$ cat config.mk
export PLATFORM = sky130hd
export DESIGN_NAME = hazard_ctrl
export DESIGN_NICKNAME = d
export VERILOG_FILES = /design/src/rtl/hazard_ctrl_pkg.sv /design/src/rtl/hazard_ctrl_mdu_busy_cnt.sv /design/src/rtl/hazard_ctrl.sv
export SDC_FILE = /design/constraint.sdc
export NUM_CORES = 1
export LEC_CHECK = 0
export ABC_AREA = 1
export BUFFER_PORTS_ARGS = -buffer_cell sky130_fd_sc_hd__buf_2
export CELL_PAD_IN_SITES_DETAIL_PLACEMENT = 1
export CELL_PAD_IN_SITES_GLOBAL_PLACEMENT = 1
export CORE_UTILIZATION = 31
export DETAILED_ROUTE_END_ITERATION = 6
export PLACE_DENSITY = 0.9
export RECOVER_POWER = 100
export SYNTH_ARGS = -nofsm -noshare
export SYNTH_HDL_FRONTEND = slang
export SYNTH_HIERARCHICAL = 1
export SYNTH_SLANG_ARGS = --single-unit
$ cat constraint.sdc
create_clock -name clk -period 2.7 [get_ports clk]
set_input_delay 0.405 -clock clk [delete_from_list [all_inputs] [get_ports clk]]
set_output_delay 0.405 -clock clk [all_outputs]
set_load 0.02 [all_outputs]
$ cat src/rtl/hazard_ctrl_pkg.sv
// Shared constants and types for the pipeline hazard controller.
package hazard_ctrl_pkg;

    // Forwarding select encodings for the EX operand muxes.
    localparam logic [1:0] FWD_RF  = 2'b00;
    localparam logic [1:0] FWD_WB  = 2'b01;
    localparam logic [1:0] FWD_MEM = 2'b10;

    // Default multiply/divide unit occupancy after the op leaves EX.
    localparam int unsigned MULT_LAT_DEF = 5;
    localparam int unsigned DIV_LAT_DEF  = 32;

    // MDU tracker state: BUSY exactly when the busy counter is non-zero.
    typedef enum logic {
        MDU_IDLE = 1'b0,
        MDU_BUSY = 1'b1
    } mdu_state_t;

endpackage

$ cat src/rtl/hazard_ctrl_mdu_busy_cnt.sv
// Busy tracker for the multi-cycle multiply/divide unit.
// A start (re)loads the counter with the op latency; it then counts down to zero.
module mdu_busy_cnt
    import hazard_ctrl_pkg::*;
#(
    parameter int unsigned MULT_LAT = MULT_LAT_DEF,
    parameter int unsigned DIV_LAT  = DIV_LAT_DEF,
    parameter int unsigned CNT_W    = 6
) (
    input  logic clk,
    input  logic rst_n,
    input  logic start,
    input  logic is_div,
    output logic busy
);

    mdu_state_t       state, state_nxt;
    logic [CNT_W-1:0] cnt, cnt_nxt;

    // State and counter registers; reset wins over a concurrent start.
    always_ff @(posedge clk) begin
        if (!rst_n) begin
            state <= MDU_IDLE;
            cnt   <= '0;
        end else begin
            state <= state_nxt;
            cnt   <= cnt_nxt;
        end
    end

    // Next counter value: restart on start, else decrement while busy (never underflows).
    always_comb begin
        cnt_nxt   = cnt;
        state_nxt = state;
        if (start) begin
            cnt_nxt = is_div ? CNT_W'(DIV_LAT) : CNT_W'(MULT_LAT);
        end else if (state == MDU_BUSY) begin
            cnt_nxt = cnt - CNT_W'(1);
        end
        state_nxt = (cnt_nxt != '0) ? MDU_BUSY : MDU_IDLE;
    end

    assign busy = (state == MDU_BUSY);

endmodule

$ cat src/rtl/hazard_ctrl.sv
// Pipeline sequencing controller for the 5-stage MIPS core:
// load-use / branch / MDU stalls and all forwarding selects.
module hazard_ctrl
    import hazard_ctrl_pkg::*;
#(
    parameter int unsigned MULT_LAT = MULT_LAT_DEF,
    parameter int unsigned DIV_LAT  = DIV_LAT_DEF,
    parameter int unsigned CNT_W    = 6
) (
    input  logic       clk,
    input  logic       rst_n,
    input  logic [4:0] rsD,
    input  logic [4:0] rtD,
    input  logic       useRsD,
    input  logic       useRtD,
    input  logic       branchD,
    input  logic       mduOpD,
    input  logic       mduReadD,
    input  logic [4:0] rsE,
    input  logic [4:0] rtE,
    input  logic [4:0] writeregE,
    input  logic [4:0] writeregM,
    input  logic [4:0] writeregW,
    input  logic       regwriteE,
    input  logic       regwriteM,
    input  logic       regwriteW,
    input  logic       memtoregE,
    input  logic       memtoregM,
    input  logic       mduStartE,
    input  logic       mduDivE,
    output logic       pc_en,
    output logic       if_id_en,
    output logic       flushE,
    output logic       forwardAD,
    output logic       forwardBD,
    output logic [1:0] forwardAE,
    output logic [1:0] forwardBE,
    output logic       mdu_busy
);

    logic busy;

    mdu_busy_cnt #(
        .MULT_LAT (MULT_LAT),
        .DIV_LAT  (DIV_LAT),
        .CNT_W    (CNT_W)
    ) u_mdu_busy_cnt (
        .clk    (clk),
        .rst_n  (rst_n),
        .start  (mduStartE),
        .is_div (mduDivE),
        .busy   (busy)
    );

    logic rs_hit_e, rt_hit_e, rs_hit_m, rt_hit_m;
    logic lwstall, brstall, mdustall, stall;
    logic fwd_ad, fwd_bd;
    logic [1:0] fwd_ae, fwd_be;

    // Hazard detection and forwarding; $0 is never a valid destination.
    always_comb begin
        rs_hit_e = useRsD && (writeregE != '0) && (rsD == writeregE);
        rt_hit_e = useRtD && (writeregE != '0) && (rtD == writeregE);
        rs_hit_m = useRsD && (writeregM != '0) && (rsD == writeregM);
        rt_hit_m = useRtD && (writeregM != '0) && (rtD == writeregM);

        lwstall  = memtoregE && regwriteE && (rs_hit_e || rt_hit_e);
        brstall  = branchD && ((regwriteE && (rs_hit_e || rt_hit_e)) ||
                               (memtoregM && (rs_hit_m || rt_hit_m)));
        mdustall = (mduReadD || mduOpD) && (busy || mduStartE);
        stall    = lwstall || brstall || mdustall;

        fwd_ad = regwriteM && (writeregM != '0) && (writeregM == rsD);
        fwd_bd = regwriteM && (writeregM != '0) && (writeregM == rtD);

        fwd_ae = FWD_RF;
        if (regwriteM && (writeregM != '0) && (writeregM == rsE))
            fwd_ae = FWD_MEM;
        else if (regwriteW && (writeregW != '0) && (writeregW == rsE))
            fwd_ae = FWD_WB;

        fwd_be = FWD_RF;
        if (regwriteM && (writeregM != '0) && (writeregM == rtE))
            fwd_be = FWD_MEM;
        else if (regwriteW && (writeregW != '0) && (writeregW == rtE))
            fwd_be = FWD_WB;
    end

    // Output stage: while in reset the pipeline runs free and flushes EX.
    always_comb begin
        pc_en     = 1'b1;
        if_id_en  = 1'b1;
        flushE    = 1'b1;
        forwardAD = 1'b0;
        forwardBD = 1'b0;
        forwardAE = FWD_RF;
        forwardBE = FWD_RF;
        mdu_busy  = 1'b0;
        if (rst_n) begin
            pc_en     = !stall;
            if_id_en  = !stall;
            flushE    = stall;
            forwardAD = fwd_ad;
            forwardBD = fwd_bd;
            forwardAE = fwd_ae;
            forwardBE = fwd_be;
            mdu_busy  = busy;
        end
    end

endmodule

==> results of run 1 <==
[logic make-up (layout without fill, tap and decap cells)]
kind of cell / Yosys count / count (layout)
flops: 7 / 7
fa+ha+maj: 1 / 1
xor+xnor: 17 / 17
buf+inv: 40 / 99
compound gates: 15 / 15
simple gates: 134 / 134
[cell type report]
cell class	instances	share of cell area (%)
inverters	37	9.27
repair buffers	58	18.5
clock buffers	4	3.01
well taps	46	3.84
flip-flops and latches	7	9.35
multi-input cells	167	56.0
[state kept, by name, summed over array words and instances, names as in the netlist]
register,count
u_mdu_busy_cnt/busy,1
u_mdu_busy_cnt/cnt,6
[cells in the final DEF, fill, tap and decap left out]
cell	Yosys	routed
a21oi_1	8	8
buf_2	2	48
clkbuf_1	0	11
clkbuf_8	0	3
dfxtp_1	7	7
ha_1	1	1
inv_1	32	33
inv_2	5	4
nand2_1	64	64
nand2_2	1	1
nand3_1	16	17
nand3_2	2	1
nand4_1	5	5
nor2_1	24	25
nor2_2	5	5
nor3_1	10	10
nor3b_1	1	1
nor3b_2	1	1
nor4_1	1	1
o21ai_0	3	3
o221ai_1	1	1
o22ai_1	2	2
o41ai_1	1	1
or2_1	1	1
or2_2	2	2
xnor2_1	7	7
xor2_1	10	10
[where the power goes]
| group | switching (mW) | internal, mW |
|---|---|---|
| clock network | 0.0468 | 0.102 |
| registers | 0.0117 | 0.114 |
| logic | 0.142 | 0.0904 |
[routing by layer]
layer  up-vias  part of all wire, %  global-route usage (%)
met3         2                  4.2                    1.46
met2        49                   49                    37.9
met5         -                    0                       0
met1       703                   47                    26.5
li1        790                    -                       -
met4         0                 0.28                    5.23
[how the worst max path moves through the flow]
stage	slack [ns]	from	endpoint
after floorplan	0.84	writeregM[2]	pc_en
after global placement	0.72	writeregM[2]	forwardBE[0]
after detailed placement	0.70	writeregM[2]	forwardBE[0]
after CTS	0.69	writeregM[2]	forwardBE[0]
after global routing	0.47	writeregM[4]	forwardBE[0]
final	0.57	writeregM[4]	forwardBE[0]
[tightest hold or removal path, stage by stage]
cell and delay, ns:
buf_2 0.15, nand2_1 0.08, nand2_1 0.04
[stage by stage]
step                      instances  setup slack, ns  area (sq um)
after floorplan                 214            0.841          1150
after global placement          315            0.723          1480
after detailed placement        315            0.701          1480
after CTS                       319            0.691          1520
after global routing            319            0.466          1500
final                           319            0.568          1500
==> reports/summary.txt, run 1 <==
initial DRC count = 64
vias in the first global route = 1503
DP HPWL = 3400 microns
adder-cell share of the synthesized area = 1.09%
Cell Pwr Density = 339 nW/um^2
Post-synth top flop = dfxtp_1
total DRC errors in the routed layout = 0
hold_buf cts = 0
status = finished clean
CTS tree = done
reg-to-reg startpoint = u_mdu_busy_cnt/busy
wire per inst = 12.3 microns
RePlAce Congestion = 0.886
Warnings, synthesis = 6
Critical Path Max Stage Delay = 0.26 ns
# setup viols final = 0
Fill cells = 518
share of cells above drive strength 1 = 23.8%
Top delay family on crit path = simple AND/OR/NAND/NOR gates
Area contributors post-synth = nand2_1, dfxtp_1, inv_1
RSZ-0062 raised after global routing = no
Post-CTS Resized = 0
Post-Synth XOR/XNOR Area = 13.0%
nets@finish = 324
Hold Path Origin = rst_n
crit path kind = primary input to output pin
I/O pin count = 59
hold_ws = 0.501 ns
Core Area = 3440 sq um
Buf/Inv on CP = 3
max_slew headroom = 66.0%
Port Buf Inserts = 58
Post-Synth Simple-Gate Area = 52.7%
Syn Inst Count = 214
die width = 62.9 microns
H-tree depth = 1
Max VDD drop = 0.000109 V
die area = 3950 sq um
via count = 1544
global-route wire length before repair = 6600 microns
Critical Path Fanout Max = 5
Compound-Gate Fraction of Synth Area = 7.41%
drt total wl = 3910 microns
Max Fclk = 469 MHz
area leader, netlist = nand2_1
Cell Area, Synth = 1150 sq um
Final Max Slew Viols = 0
multi-input logic area = 840 sq um
data arrival time of the worst path = 1.73 ns
syn avg cell area = 5.37 sq um
gr usage total = 21.0%
combinational family with the most area after synthesis = simple AND/OR/NAND/NOR gates
P&R area growth vs syn = 30.5%
Fin. Hold Viols = 0
Seq cells post-synth = 7
largest net degree at the start of global routing = 9
Worst Hold Endpoint = u_mdu_busy_cnt/busy
TritonCTS Buffers = 3
Reg clk slew, reported paths = 0.04 ns
ys async rst share = 0%
flop2flop setup slack = 1.31 ns
type of origin of the critical path = primary input
final core occ = 43.5%
period utilization = 78.9%
Post-synth EDFFs = 0
TritonRoute pass-1 iters = 4
Slowest cell on crit path = nor3_1
CP endpoint kind = output pin
register area share after synthesis = 12.2%
mux contribution to synthesized area = 0%
top cells by count, synth = nand2_1, inv_1, nor2_1
WHS Path Cells = 3
Worst-Margin Slew = 0.504 ns
crit-path cells = clkbuf_1, nor3_1, nand3_1, nand2_1, inv_1, nand2_1, nor3b_2, clkbuf_1
Vias/cell = 4.84
Final Total Pwr = 508 uW
clk_skew = 0.000175 ns
FP Rows = 21
cells on worst reg2reg path = 8
grt total ovfl = 0
CTS root buf = clkbuf_8
Yosys cell types = 27
starting density of the core = 33.4%
Clock Sink Count = 7
post-CTS setup repair buffer count = 0
Mapped Nets = 264
Max Root-Sink Buffers = 2
Critical Path Stages = 8
initial antenna violation count = 0
die height = 62.9 microns
ant diodes = 0
Max Cap Violations = 0
register area = 140 sq um
number of routed nets with antenna violations = 0
share of the synthesized area in the top cell type = 20.9%
Clock Latency Late Sink = 0.22 ns
Tmin final = 2.13 ns
Crit path required time = 2.30 ns
Total Neg Setup Slack = 0 ns
FF-to-FF End = u_mdu_busy_cnt/busy
static leakage = 0.851 nW
most frequent cell after synthesis = nand2_1
Hold Crit Class = primary input to register
No activity file was read; power rests on OpenSTA's default activity.
==> inputs of run 2 (changes only) <==
CORE_UTILIZATION = 28   (was 31)
PLACE_DENSITY = 0.83   (was 0.9)
clock period = 2.2 ns   (was 2.7 ns; I/O delays follow)
==> run 2 against run 1 <==
First-iteration DRC count rose by 19%. Register-to-register slack got worse by 0.57 ns. Critical path depth rose by 3. Power rose by 25%. Flip-flop and latch count did not move. Largest power group unchanged.
==> reports/summary.txt, run 2 (synthesized netlist as in run 1, its figures left out) <==
Worst-Margin Slew = 0.477 ns (was 0.504 ns)
data arrival time of the worst path = 1.53 ns (was 1.73 ns)
status = finished clean (unchanged)
Clock Sink Count = 7 (unchanged)
FP Rows = 22 (was 21)
Final Max Slew Viols = 0 (unchanged)
gr usage total = 20.7% (was 21.0%)
Max Cap Violations = 0 (unchanged)
Tmin final = 1.86 ns
type of origin of the critical path = primary input (unchanged)
TritonCTS Buffers = 3 (unchanged)
Final Total Pwr = 635 uW (was 508 uW)
via count = 1541 (was 1544)
die area = 4360 sq um (was 3950 sq um)
Max VDD drop = 0.000169 V (was 0.000109 V)
Reg clk slew, reported paths = 0.04 ns (about the same)
I/O pin count = 59 (unchanged)
setup slack after layout = 0.341 ns (was 0.568 ns)
crit path kind = primary input to output pin (unchanged)
number of routed nets with antenna violations = 0 (unchanged)
crit-path cells = buf_2, nor3_1, nand3_1, nand3_1, inv_1, nand2_1, nand2_1, nand2_1, nand2_1, nand2_1, clkbuf_1 (was clkbuf_1, nor3_1, nand3_1, nand2_1, inv_1, nand2_1, nor3b_2, clkbuf_1)
Post-CTS Resized = 0 (unchanged)
dpl ws = 0.411 ns (was 0.701 ns)
initial DRC count = 76 (was 64)
Vias/cell = 4.80 (was 4.84)
wire per inst = 13.2 microns (was 12.3 microns)
Slowest cell on crit path = clkbuf_1 (was nor3_1)
Critical Path Max Stage Delay = 0.25 ns (was 0.26 ns)
grt total ovfl = 0 (unchanged)
clk_skew = 0.00141 ns (was 0.000175 ns)
die height = 66.1 microns (was 62.9 microns)
placed cell area = 1480 sq um (about the same)
Core Area = 3800 sq um (was 3440 sq um)
hold_buf cts = 0 (unchanged)
Hold Crit Class = primary input to register (unchanged)
DP HPWL = 3680 microns (was 3400 microns)
final core occ = 39.5% (was 43.5%)
Critical Path Fanout Max = 6 (was 5)
CTS tree = done (unchanged)
share of cells above drive strength 1 = 23.8% (unchanged)
max reg flops = 6 (unchanged)
ant diodes = 0 (unchanged)
Total Neg Setup Slack = 0 ns (unchanged)
commonest non-fill, non-tap cell in the layout = nand2_1 (unchanged)
starting density of the core = 30.2% (was 33.4%)
largest net degree at the start of global routing = 9 (unchanged)
max_slew headroom = 67.8% (was 66.0%)
P&R area growth vs syn = 30.7% (was 30.5%)
Port Buf Inserts = 58 (unchanged)
RSZ-0062 raised after global routing = no (unchanged)
Max Root-Sink Buffers = 2 (unchanged)
drt total wl = 4240 microns (was 3910 microns)
period utilization = 84.5%
Final Cell Area = 1500 sq um (about the same)
CTS root buf = clkbuf_8 (unchanged)
Cell Pwr Density = 423 nW/um^2 (was 339 nW/um^2)
TritonRoute pass-1 iters = 4 (unchanged)
Critical Path Most Common Cell = nand2_1
flop2flop setup slack = 0.74 ns (was 1.31 ns)
H-tree depth = 1 (unchanged)
Biggest register = u_mdu_busy_cnt/cnt (unchanged)
RePlAce Congestion = 0.806 (was 0.886)
global-route wire length before repair = 6960 microns (was 6600 microns)
nets@finish = 324 (unchanged)
Crit path required time = 1.87 ns (was 2.30 ns)
total DRC errors in the routed layout = 0 (unchanged)
# setup viols final = 0 (unchanged)
die width = 66.1 microns (was 62.9 microns)
most frequent cells in the layout = nand2_1, buf_2, inv_1 (unchanged)
CP endpoint kind = output pin (unchanged)
Fin. Hold Viols = 0 (unchanged)
Max Fclk = 538 MHz
initial antenna violation count = 0 (unchanged)
static leakage = 0.850 nW (was 0.851 nW)
Clock Latency Late Sink = 0.23 ns (was 0.22 ns)
post-CTS setup repair buffer count = 0 (unchanged)
vias in the first global route = 1543 (was 1503)
[run 2: cell counts in the layout (fill, tap and decap cells not counted)]
No cell type changed its count.
[run 2: final timing paths]
path / start / to / cells after the start
min reg2reg: u_mdu_busy_cnt/cnt[5] / u_mdu_busy_cnt/cnt[5] / 4
max: writeregM[2] / if_id_en / 11
min: rst_n / u_mdu_busy_cnt/busy / 3
max reg2reg: u_mdu_busy_cnt/cnt[0] / u_mdu_busy_cnt/busy / 10
[run 2: cell type report]
class	instances	area (sq um)
well taps	48	60.1
multi-input cells	167	840
flip-flops and latches	7	140
repair buffers	58	278
inverters	37	139
clock buffers	4	45.0
fillers	571	2300
[run 2: stage by stage]
stage / hold slack, ns / instances
after floorplan: 0.433 / 214
after global placement: 0.575 / 317
after detailed placement: 0.582 / 317
after CTS: 0.416 / 321
after global routing: 0.422 / 321
final: 0.410 / 321
[run 2: metal layers]
metal  up-vias  part of all wire [%]  global-route usage, %
met4         0                  0.73                   3.72
li1        786                     -                      -
met2        42                    49                   38.3
met1       709                    46                   25.3
met3         4                   4.6                   2.93
met5         -                     0                      0
[run 2: where the power goes]
| group | internal [mW] | total, mW | switching [mW] |
|---|---|---|---|
| sequential | 0.140 | 0.155 | 0.0151 |
| combinational | 0.112 | 0.288 | 0.176 |
| clock | 0.126 | 0.192 | 0.0661 |
| total | 0.378 | 0.635 | 0.257 |
[run 2: critical path: cells and delay by family]
family | cells | cell delay [ns]
buffers and inverters | 3 | 0.44
AND/OR/NAND/NOR | 8 | 0.76
==> inputs of run 3 (changes only) <==
clock period = 1.8 ns   (was 2.2 ns; I/O delays follow)
==> run 3 against run 2 <==
Power is 22% higher. Count of clock-buffer cells in the layout did not move. Critical path depth shrank 3. Sequential power rose by 21%. Die area unchanged. Flip-flop and latch count did not move. Via count shrank 2.8%. Highest routed layer unchanged. Worst hold slack got worse by 0.044 ns. Setup slack got worse by 0.20 ns. Combinational power increased by 24%. Clock skew rose by 0.00088 ns.
==> reports/summary.txt, run 3 (synthesized netlist as in run 1, its figures left out) <==
status = finished clean (unchanged)
largest net degree at the start of global routing = 9 (unchanged)
# setup viols final = 0 (unchanged)
vias in the first global route = 1562 (was 1543)
reg-to-reg startpoint = u_mdu_busy_cnt/busy (was u_mdu_busy_cnt/cnt[0])
static leakage = 0.874 nW (was 0.850 nW)
type of origin of the critical path = primary input (unchanged)
starting density of the core = 30.2% (unchanged)
final core occ = 40.5% (was 39.5%)
Tmin final = 1.66 ns
initial antenna violation count = 0 (unchanged)
CTS tree = done (unchanged)
FF-to-FF End = u_mdu_busy_cnt/busy (unchanged)
max reg flops = 6 (unchanged)
Port Buf Inserts = 58 (unchanged)
drt total wl = 4000 microns (was 4240 microns)
clk_skew = 0.00229 ns (was 0.00141 ns)
Vias/cell = 4.65 (was 4.80)
dpl ws = 0.104 ns (was 0.411 ns)
total DRC errors in the routed layout = 0 (unchanged)
period utilization = 92.3%
die height = 66.1 microns (unchanged)
Biggest register = u_mdu_busy_cnt/cnt (unchanged)
cells on worst reg2reg path = 9 (was 10)
CP endpoint kind = output pin (unchanged)
data arrival time of the worst path = 1.39 ns (was 1.53 ns)
Final Max Slew Viols = 0 (unchanged)
register area = 140 sq um (unchanged)
die width = 66.1 microns (unchanged)
max_slew headroom = 72.6% (was 67.8%)
Max Fclk = 602 MHz
wire per inst = 12.4 microns (was 13.2 microns)
Hold Path Origin = rst_n (unchanged)
via count = 1498 (was 1541)
Max Cap Violations = 0 (unchanged)
DP HPWL = 3510 microns (was 3680 microns)
Clock Sink Count = 7 (unchanged)
multi-input logic area = 857 sq um (was 840 sq um)
ant diodes = 0 (unchanged)
Fill cells = 573 (was 571)
I/O pin count = 59 (unchanged)
FP Rows = 22 (unchanged)
WHS Path Cells = 3 (unchanged)
TritonCTS Buffers = 3 (unchanged)
flop2flop setup slack = 0.41 ns (was 0.74 ns)
Clock Latency Late Sink = 0.23 ns (about the same)
RSZ-0062 raised after global routing = yes (was no)
Final Total Pwr = 772 uW (was 635 uW)
CTS root buf = clkbuf_8 (unchanged)
grt total ovfl = 0 (unchanged)
Critical Path Fanout Max = 6 (unchanged)
initial DRC count = 47 (was 76)
Crit path required time = 1.53 ns (was 1.87 ns)
RePlAce Congestion = 0.910 (was 0.806)
Worst Setup SP = writeregM[3] (was writeregM[2])
most frequent cells in the layout = nand2_1, buf_2, inv_1 (unchanged)
H-tree depth = 1 (unchanged)
setup slack after layout = 0.139 ns (was 0.341 ns)
global-route wire length before repair = 6640 microns (was 6960 microns)
post-CTS setup repair buffer count = 0 (unchanged)
Hold Crit Class = primary input to register (unchanged)
Reg clk slew, reported paths = 0.04 ns (about the same)
hold_ws = 0.366 ns (was 0.410 ns)
commonest non-fill, non-tap cell in the layout = nand2_1 (unchanged)
Fin. Hold Viols = 0 (unchanged)
gr usage total = 19.7% (was 20.7%)
Cell Pwr Density = 502 nW/um^2 (was 423 nW/um^2)
crit path kind = primary input to output pin (unchanged)
share of cells above drive strength 1 = 27.4% (was 23.8%)
TritonRoute pass-1 iters = 4 (unchanged)
P&R area growth vs syn = 33.9% (was 30.7%)
number of routed nets with antenna violations = 0 (unchanged)
Worst-Margin Slew = 0.406 ns (was 0.477 ns)
Max Root-Sink Buffers = 2 (unchanged)
Core Area = 3800 sq um (unchanged)
die area = 4360 sq um (unchanged)
Max VDD drop = 0.000182 V (was 0.000169 V)
nets@finish = 325 (was 324)
Worst Hold Endpoint = u_mdu_busy_cnt/busy (unchanged)
-- run 3: cell count changes in the layout (fill, tap and decap cells not counted), moves of 2 or more --
cell / change
clkbuf_1: -5
clkbuf_2: +2
clkbuf_4: +2
nor3_1: -2
nor3_2: +2
-- run 3: routing by layer --
layer	up-vias	routed length, microns	global-route usage [%]
li1	788	-	-
met1	672	1900	24.7
met2	36	1940	35.3
met3	2	141	1.90
met4	0	13	5.32
met5	-	0	0
-- run 3: cell type report --
class	instances	area share [%]
Multi-Input combinational cell	167	55.7
Clock buffer	4	2.93
Tap cell	48	3.91
Sequential cell	7	9.11
Inverter	37	9.03
Timing Repair Buffer	59	19.3
-- run 3: timing repair --
item / in CTS / in global routing
setup endpoints to repair: 0 / 3
resized for setup: 0 / 5
hold buffers: 0 / 0
-- run 3: metrics by stage --
| stage | TNS, ns | instances | instance area, sq um |
|---|---|---|---|
| global placement | 0 | 318 | 1490 |
| CTS | 0 | 322 | 1530 |
| detailed placement | 0 | 318 | 1490 |
| global route | -0.00310 | 322 | 1540 |
| finish | 0 | 322 | 1540 |
| floorplan | 0 | 214 | 1150 |
-- run 3: worst max-delay path, stage by stage --
cell	delay [ns]
clkbuf_4	0.15
nor3_2	0.20
nand3_1	0.12
nand2_1	0.15
inv_1	0.09
nand2_1	0.08
nor3b_2	0.14
clkbuf_2	0.18
-- run 3: worst max-delay path by stage --
stage | to | cells past startpoint
3_3_place_gp | forwardBE[0] | 8
6_report | forwardBE[0] | 8
4_1_cts | forwardBE[0] | 8
5_1_grt | if_id_en | 13
3_5_place_dp | forwardBE[0] | 8
2_1_floorplan | pc_en | 11
-- run 3: report_power, final --
group          switching [mW]  internal, mW  total (mW)
sequential             0.0171         0.171       0.188
combinational           0.214         0.142       0.356
clock                  0.0736         0.154       0.227
